===== src/rtl/mmio_io_ctrl.sv =====
// ---------------------------------------------------------------------------
// mmio_io_ctrl
//
// Memory-mapped I/O block that sits on the CPU data bus next to RAM.
// It provides three resources:
//   * NUM_OUT writable output registers (e.g. LEDs).
//   * NUM_IN input ports. Each port passes through a 2-flop synchroniser.
//   * A free-running DATA_W-bit cycle timer. It has a compare register and
//     sticky status flags (MATCH, CHANGE, OVF). The flags clear when
//     STATUS is read.
//
// Register map (offsets from each base address):
//   BASE_OUT + i : OUT[i]  read/write, OUT_W bits, zero-extended on read
//   BASE_IN  + i : IN[i]   read-only, synchronised input, sign- or
//                          zero-extended depending on SIGN_EXT
//   BASE_TMR + 0 : COUNT   read/write
//   BASE_TMR + 1 : CMP     read/write
//   BASE_TMR + 2 : STATUS  bit0 MATCH, bit1 CHANGE, bit2 OVF; clear-on-read
//
// Ports:
//   clk        : system clock
//   reset      : synchronous, active-high reset
//   m_cmd      : bus command, 2'b01 read, 2'b10 write, others idle
//   m_addr     : bus address
//   write_data : bus write data
//   read_data  : combinational read data, 0 unless read_valid
//   read_valid : current access is a read of a mapped address
//   sw_in      : asynchronous input ports, port i at [i*IN_W +: IN_W]
//   led_out    : output registers, register i at [i*OUT_W +: OUT_W]
//   irq        : OR of all STATUS flags
// ---------------------------------------------------------------------------
module mmio_io_ctrl #(
    parameter int                ADDR_W   = 9,
    parameter int                DATA_W   = 16,
    parameter int                NUM_OUT  = 2,
    parameter int                NUM_IN   = 2,
    parameter int                OUT_W    = 8,
    parameter int                IN_W     = 8,
    parameter logic [ADDR_W-1:0] BASE_OUT = 9'h100,
    parameter logic [ADDR_W-1:0] BASE_IN  = 9'h140,
    parameter logic [ADDR_W-1:0] BASE_TMR = 9'h180,
    parameter bit                SIGN_EXT = 1'b1
) (
    input  logic                      clk,
    input  logic                      reset,
    input  logic [1:0]                m_cmd,
    input  logic [ADDR_W-1:0]         m_addr,
    input  logic [DATA_W-1:0]         write_data,
    output logic [DATA_W-1:0]         read_data,
    output logic                      read_valid,
    input  logic [NUM_IN*IN_W-1:0]    sw_in,
    output logic [NUM_OUT*OUT_W-1:0]  led_out,
    output logic                      irq
);

    localparam logic [1:0] CMD_RD = 2'b01;
    localparam logic [1:0] CMD_WR = 2'b10;

    localparam logic [ADDR_W-1:0] ADDR_COUNT  = BASE_TMR;
    localparam logic [ADDR_W-1:0] ADDR_CMP    = BASE_TMR + ADDR_W'(1);
    localparam logic [ADDR_W-1:0] ADDR_STATUS = BASE_TMR + ADDR_W'(2);

    localparam int ST_MATCH  = 0;
    localparam int ST_CHANGE = 1;
    localparam int ST_OVF    = 2;

    // ------------------------------------------------------------------
    // Bus command decode
    // ------------------------------------------------------------------
    logic rd_en;
    logic wr_en;

    assign rd_en = (m_cmd == CMD_RD);
    assign wr_en = (m_cmd == CMD_WR);

    logic hit_count;
    logic hit_cmp;
    logic hit_status;

    assign hit_count  = (m_addr == ADDR_COUNT);
    assign hit_cmp    = (m_addr == ADDR_CMP);
    assign hit_status = (m_addr == ADDR_STATUS);

    // ------------------------------------------------------------------
    // Output registers
    // Each register decodes its own address. Its read data is folded into
    // a per-register OR chain, so the read mux needs no variable indexing.
    // ------------------------------------------------------------------
    logic [NUM_OUT-1:0] out_hit;

    genvar gi;
    generate
        for (gi = 0; gi < NUM_OUT; gi++) begin : g_out
            localparam logic [ADDR_W-1:0] ADDR_I = BASE_OUT + ADDR_W'(gi);

            logic [OUT_W-1:0]  led_reg;
            logic [DATA_W-1:0] sel;
            logic [DATA_W-1:0] acc;

            assign out_hit[gi] = (m_addr == ADDR_I);

            always_ff @(posedge clk) begin
                if (reset) begin
                    led_reg <= '0;
                end else if (wr_en && out_hit[gi]) begin
                    led_reg <= write_data[OUT_W-1:0];
                end
            end

            assign led_out[gi*OUT_W +: OUT_W] = led_reg;
            assign sel = out_hit[gi] ? DATA_W'(led_reg) : '0;

            if (gi == 0) begin : g_first
                assign acc = sel;
            end else begin : g_chain
                assign acc = g_out[gi-1].acc | sel;
            end
        end
    endgenerate

    // ------------------------------------------------------------------
    // Input synchronisers
    // sync1/sync2 form the 2-flop synchroniser. prev_reg holds sync2 from
    // the previous cycle and is used for change detection.
    // ------------------------------------------------------------------
    logic [NUM_IN*IN_W-1:0] sync1_reg;
    logic [NUM_IN*IN_W-1:0] sync2_reg;
    logic [NUM_IN*IN_W-1:0] prev_reg;
    logic [1:0]             warm_reg;

    always_ff @(posedge clk) begin
        if (reset) begin
            sync1_reg <= '0;
            sync2_reg <= '0;
            prev_reg  <= '0;
            warm_reg  <= '0;
        end else begin
            sync1_reg <= sw_in;
            sync2_reg <= sync1_reg;
            prev_reg  <= sync2_reg;
            // Saturates at 3. Until then, the synchroniser is still filling
            // from its reset zeros, so apparent changes are not real.
            if (warm_reg != 2'd3) begin
                warm_reg <= warm_reg + 2'd1;
            end
        end
    end

    logic [NUM_IN-1:0] in_hit;

    generate
        for (gi = 0; gi < NUM_IN; gi++) begin : g_in
            localparam logic [ADDR_W-1:0] ADDR_I = BASE_IN + ADDR_W'(gi);

            logic [IN_W-1:0]   port_val;
            logic [DATA_W-1:0] port_ext;
            logic [DATA_W-1:0] sel;
            logic [DATA_W-1:0] acc;

            assign in_hit[gi] = (m_addr == ADDR_I);
            assign port_val   = sync2_reg[gi*IN_W +: IN_W];

            if (SIGN_EXT) begin : g_sext
                assign port_ext = DATA_W'($signed(port_val));
            end else begin : g_zext
                assign port_ext = DATA_W'(port_val);
            end

            assign sel = in_hit[gi] ? port_ext : '0;

            if (gi == 0) begin : g_first
                assign acc = sel;
            end else begin : g_chain
                assign acc = g_in[gi-1].acc | sel;
            end
        end
    endgenerate

    // ------------------------------------------------------------------
    // Timer, compare and status flags
    // ------------------------------------------------------------------
    logic [DATA_W-1:0] count_reg;
    logic [DATA_W-1:0] cmp_reg;
    logic [2:0]        status_reg;
    logic [2:0]        status_next;

    logic count_wr;
    logic cmp_wr;
    logic status_clr;
    logic match_set;
    logic change_set;
    logic ovf_set;

    assign count_wr   = wr_en && hit_count;
    assign cmp_wr     = wr_en && hit_cmp;
    assign status_clr = rd_en && hit_status;

    // The comparison uses the registered COUNT. A value written last cycle
    // is therefore compared exactly like one reached by counting.
    assign match_set  = (count_reg == cmp_reg);
    // A COUNT write replaces the increment, so it can never cause a wrap.
    assign ovf_set    = !count_wr && (count_reg == {DATA_W{1'b1}});
    assign change_set = (warm_reg == 2'd3) && (sync2_reg != prev_reg);

    always_comb begin
        status_next = status_clr ? 3'b000 : status_reg;
        // Set conditions are applied after the clear, so a flag set in the
        // same cycle as a clearing read stays set.
        status_next[ST_MATCH]  = status_next[ST_MATCH]  | match_set;
        status_next[ST_CHANGE] = status_next[ST_CHANGE] | change_set;
        status_next[ST_OVF]    = status_next[ST_OVF]    | ovf_set;
    end

    always_ff @(posedge clk) begin
        if (reset) begin
            count_reg  <= '0;
            cmp_reg    <= '1;
            status_reg <= '0;
        end else begin
            if (count_wr) begin
                count_reg <= write_data;
            end else begin
                count_reg <= count_reg + 1'b1;
            end
            if (cmp_wr) begin
                cmp_reg <= write_data;
            end
            status_reg <= status_next;
        end
    end

    assign irq = |status_reg;

    // ------------------------------------------------------------------
    // Read path (combinational)
    // The decodes are mutually exclusive for a sane address map, so the
    // read mux can be a plain OR of the gated sources.
    // ------------------------------------------------------------------
    logic              mapped;
    logic [DATA_W-1:0] tmr_data;
    logic [DATA_W-1:0] mux_data;

    assign mapped = (|out_hit) | (|in_hit) | hit_count | hit_cmp | hit_status;

    assign tmr_data = (hit_count  ? count_reg           : '0)
                    | (hit_cmp    ? cmp_reg             : '0)
                    | (hit_status ? DATA_W'(status_reg) : '0);

    assign mux_data = g_out[NUM_OUT-1].acc | g_in[NUM_IN-1].acc | tmr_data;

    assign read_valid = rd_en && mapped;
    assign read_data  = read_valid ? mux_data : '0;

endmodule


===== config.mk =====
export PLATFORM = sky130hd
export DESIGN_NAME = mmio_io_ctrl
export DESIGN_NICKNAME = d
export VERILOG_FILES = /design/src/rtl/mmio_io_ctrl.sv
export SDC_FILE = /design/constraint.sdc
export NUM_CORES = 1
export LEC_CHECK = 0
export CAP_MARGIN = 20
export CORE_AREA = 2 2 99 101
export CTS_CLUSTER_SIZE = 8
export DETAILED_ROUTE_END_ITERATION = 16
export DIE_AREA = 0 0 101 103
export PLACE_DENSITY = 0.75
export RECOVER_POWER = 50
export SLEW_MARGIN = 20
export SYNTH_ARGS = -nofsm -noshare
export SYNTH_HDL_FRONTEND = slang
export SYNTH_SLANG_ARGS = --single-unit

===== constraint.sdc =====
create_clock -name clk -period 2.6 [get_ports clk]
set_input_delay 0.52 -clock clk [delete_from_list [all_inputs] [get_ports clk]]
set_output_delay 0.52 -clock clk [all_outputs]
set_load 0.005 [all_outputs]

==> results_tabular.tex <==
\begin{tabular}{lr}
\hline
Metric & Value \\
\hline
\multicolumn{2}{l}{\textbf{Job}} \\
Max Cap Viol & 0 \\
\multicolumn{2}{l}{\textbf{GRT}} \\
Total global routing track utilization & 24.8\% \\
Global-route wire length before repair & 19.8 mm \\
Number of antenna violations at the first check in global routing & 0 \\
Maximum number of pins on one net before global-route repair & 40 \\
Via count of the first global-routing pass & 3771 \\
Remaining global-route overflow & 0 \\
\multicolumn{2}{l}{\textbf{Worst setup path}} \\
Capturing element type of the critical path & output port \\
Crit Path Max Fanout & 5 \\
Startpoint-to-endpoint class of the critical path & in -> out \\
Required @ worst endpoint & 2.08 ns \\
Arrival time of data at the critical path endpoint & 2.02 ns \\
Startpoint Class & primary input \\
\multicolumn{2}{l}{\textbf{Synth}} \\
Number of storage elements in the synthesis netlist & 101 \\
Post-synthesis cell type count & 45 \\
Top\_reg\_cell synth & dfxtp\_1 \\
Cell accounting for the most synthesized area & dfxtp\_1 \\
Mean instance size in the synthesized netlist & 9.32 sq um \\
EDFF count, synth & 0 \\
Sequential share of the synthesized area & 44.1\% \\
Post-Synthesis Cell Area & 0.00459 sq mm \\
Share of the synthesized area in the top cell type & 44.1\% \\
Async set or reset register ratio after synthesis & 0\% \\
Yosys warning count & 0 \\
Synth area leaders & dfxtp\_1, nor2b\_1, mux2i\_1 \\
Number of instances in the synthesized netlist & 492 \\
Syn Nets & 539 \\
\multicolumn{2}{l}{\textbf{Clocking}} \\
Number of H-tree levels & 3 \\
Maximum number of buffers from clock root to sink & 2 \\
Post-cts hold buffer count & 0 \\
Clk pin slew, worst setup/hold paths & 0.10 ns \\
Clock Latency Late Sink & 0.37 ns \\
Clk sinks & 101 \\
Buffer cell driving the clock tree root & clkbuf\_8 \\
Clock tree from TritonCTS & built \\
CTS buffer count & 9 \\
\multicolumn{2}{l}{\textbf{Timing}} \\
Clock Skew & 0.00953 ns \\
Post-route minimum period & 2.54 ns \\
Relative slew slack & 34.7\% \\
RSZ-0062 raised after global routing & true \\
Part of the cycle the worst path needs & 97.8\% \\
Achievable Freq & 393 MHz \\
Final count of hold timing violations & 0 \\
Slew at the pin closest to its max-slew limit & 0.979 ns \\
Hold slack final & 0.443 ns \\
Final setup violating endpoints & 0 \\
Max Slew Vio Count & 0 \\
\multicolumn{2}{l}{\textbf{Detailed routing}} \\
Routed wire per std cell & 17.1 microns \\
Total DRC errors in the routed layout & 0 \\
Total iterations of the first detailed-routing run & 5 \\
Total number of vias & 4015 \\
ANT nets after route & 0 \\
Detailed Route WL & 12.5 mm \\
Iteration-0 DRC count of the detailed router & 337 \\
Routed via count divided by cell count & 5.50 \\
\multicolumn{2}{l}{\textbf{Die}} \\
Placement Rows & 36 \\
Initial Util & 48.5\% \\
Top-Level Pins & 79 \\
Vertical extent of the die & 103 microns \\
Die Area & 0.0104 sq mm \\
Placeable core area & 0.00946 sq mm \\
Die width & 101 microns \\
\multicolumn{2}{l}{\textbf{Pwr}} \\
Power density relative to cell area & 497 mW/mm\^{}2 \\
Worst IR drop on VDD & 0.000278 V \\
Overall power consumption & 3.07 mW \\
Static Leakage & 2.62 nW \\
\multicolumn{2}{l}{\textbf{Placed design}} \\
Number of buffers added on ports & 78 \\
HPWL reported at the end of detailed placement & 8.75 mm \\
Routability-driven placement congestion ratio & 0.921 \\
\multicolumn{2}{l}{\textbf{Cells and area}} \\
Fillcell total & 783 \\
Area of the multi-input gates & 0.00258 sq mm \\
Most common library cell in the layout ignoring fill and taps & dfxtp\_1 \\
Area added between synthesis and finish & 34.7\% \\
Flip-flop and latch area & 0.00202 sq mm \\
Fraction of final layout cells sized beyond drive strength 1 & 23.5\% \\
Total inserted antenna cells & 0 \\
Commonest cells after routing, fill and taps aside & dfxtp\_1, nand2\_1, nor2b\_1 \\
Net count, final & 658 \\
\multicolumn{2}{l}{\textbf{Worst hold path}} \\
Type of the most critical hold path & reg -> reg \\
\multicolumn{2}{l}{\textbf{Outcome}} \\
Result of the run & finished clean \\
\hline
\end{tabular}
## final timing paths
kind	from	end	slack, ns	depth (start not counted)
setup / recovery	m_addr[5]	read_data[8]	0.06	9
setup reg to reg	count_reg[2]	count_reg[15]	0.79	6
hold reg to reg	sync1_reg[13]	sync2_reg[13]	0.44	1
hold / removal	sync1_reg[13]	sync2_reg[13]	0.44	1
## routing by layer
metal / vias up / global-route usage, % / part of all wire [%]
li1: 1934 / - / -
met4: 0 / 8.00 / 1.5
met2: 141 / 39.3 / 47
met3: 11 / 5.15 / 6.8
met5: - / 0 / 0
met1: 1929 / 34.1 / 45
## per-stage QoR
step	util, %	instance area [sq um]	setup TNS (ns)	setup WS (ns)	cells
2_1_floorplan	-	4590	0	0.297	492
3_3_place_gp	61.1	5780	-12.50	-0.802	703
3_5_place_dp	61.1	5780	-12.64	-0.804	703
4_1_cts	65.4	6190	0	0.00288	732
5_1_grt	65.3	6180	-0.0151	-0.00758	730
6_report	65.3	6180	0	0.0561	730
## cells in the mapped netlist, types with 8 or more instances
library cell	n
dfxtp_1	101
nand2_1	54
nor2b_1	51
nor2_1	41
xor2_1	28
mux2i_1	25
xnor2_1	19
clkbuf_1	18
nand3b_1	18
a21oi_1	16
a211oi_1	14
nand4_1	14
mux2_2	13
nand3_1	8
## cells by family after synthesis
family	synth area share (%)
muxes	10.1
adders and majority gates	0.545
AOI/OAI and AO/OA	7.04
and+or+nand+nor	26.1
buffers and inverters	3.11
xor gates and xnor gates	8.97
DFF	44.1
## area by class of cell
class | count | share of cell area (%)
clock inverter | 7 | 1.72
tap | 114 | 2.31
clock buffer | 9 | 2.00
inverter | 2 | 0.122
multi-input combinational | 359 | 41.8
sequential | 101 | 32.7
timing repair buffer | 138 | 19.4
## critical path: stages
cell and delay (ns):
buf_2 0.12, or3b_4 0.43, nor2_4 0.10, buf_4 0.11, buf_4 0.08, nand4_1 0.19
buf_6 0.21, a21oi_1 0.14, buf_2 0.12
## repair_timing
action / CTS / global route
pin swaps: 15 / 16
gates resized for setup: 116 / 21
hold endpoints to repair: 0 / 0
setup endpoints to repair: 17 / 16
setup buffers: 12 / 0
cloned: 2 / 0
## where the power goes
part	switching, mW	leakage [nW]	internal (mW)
clock network	0.577	0.116	0.557
registers	0.0275	0.824	1.59
logic	0.145	1.68	0.172
total	0.750	2.62	2.32
(Power assumes the default switching activity.)
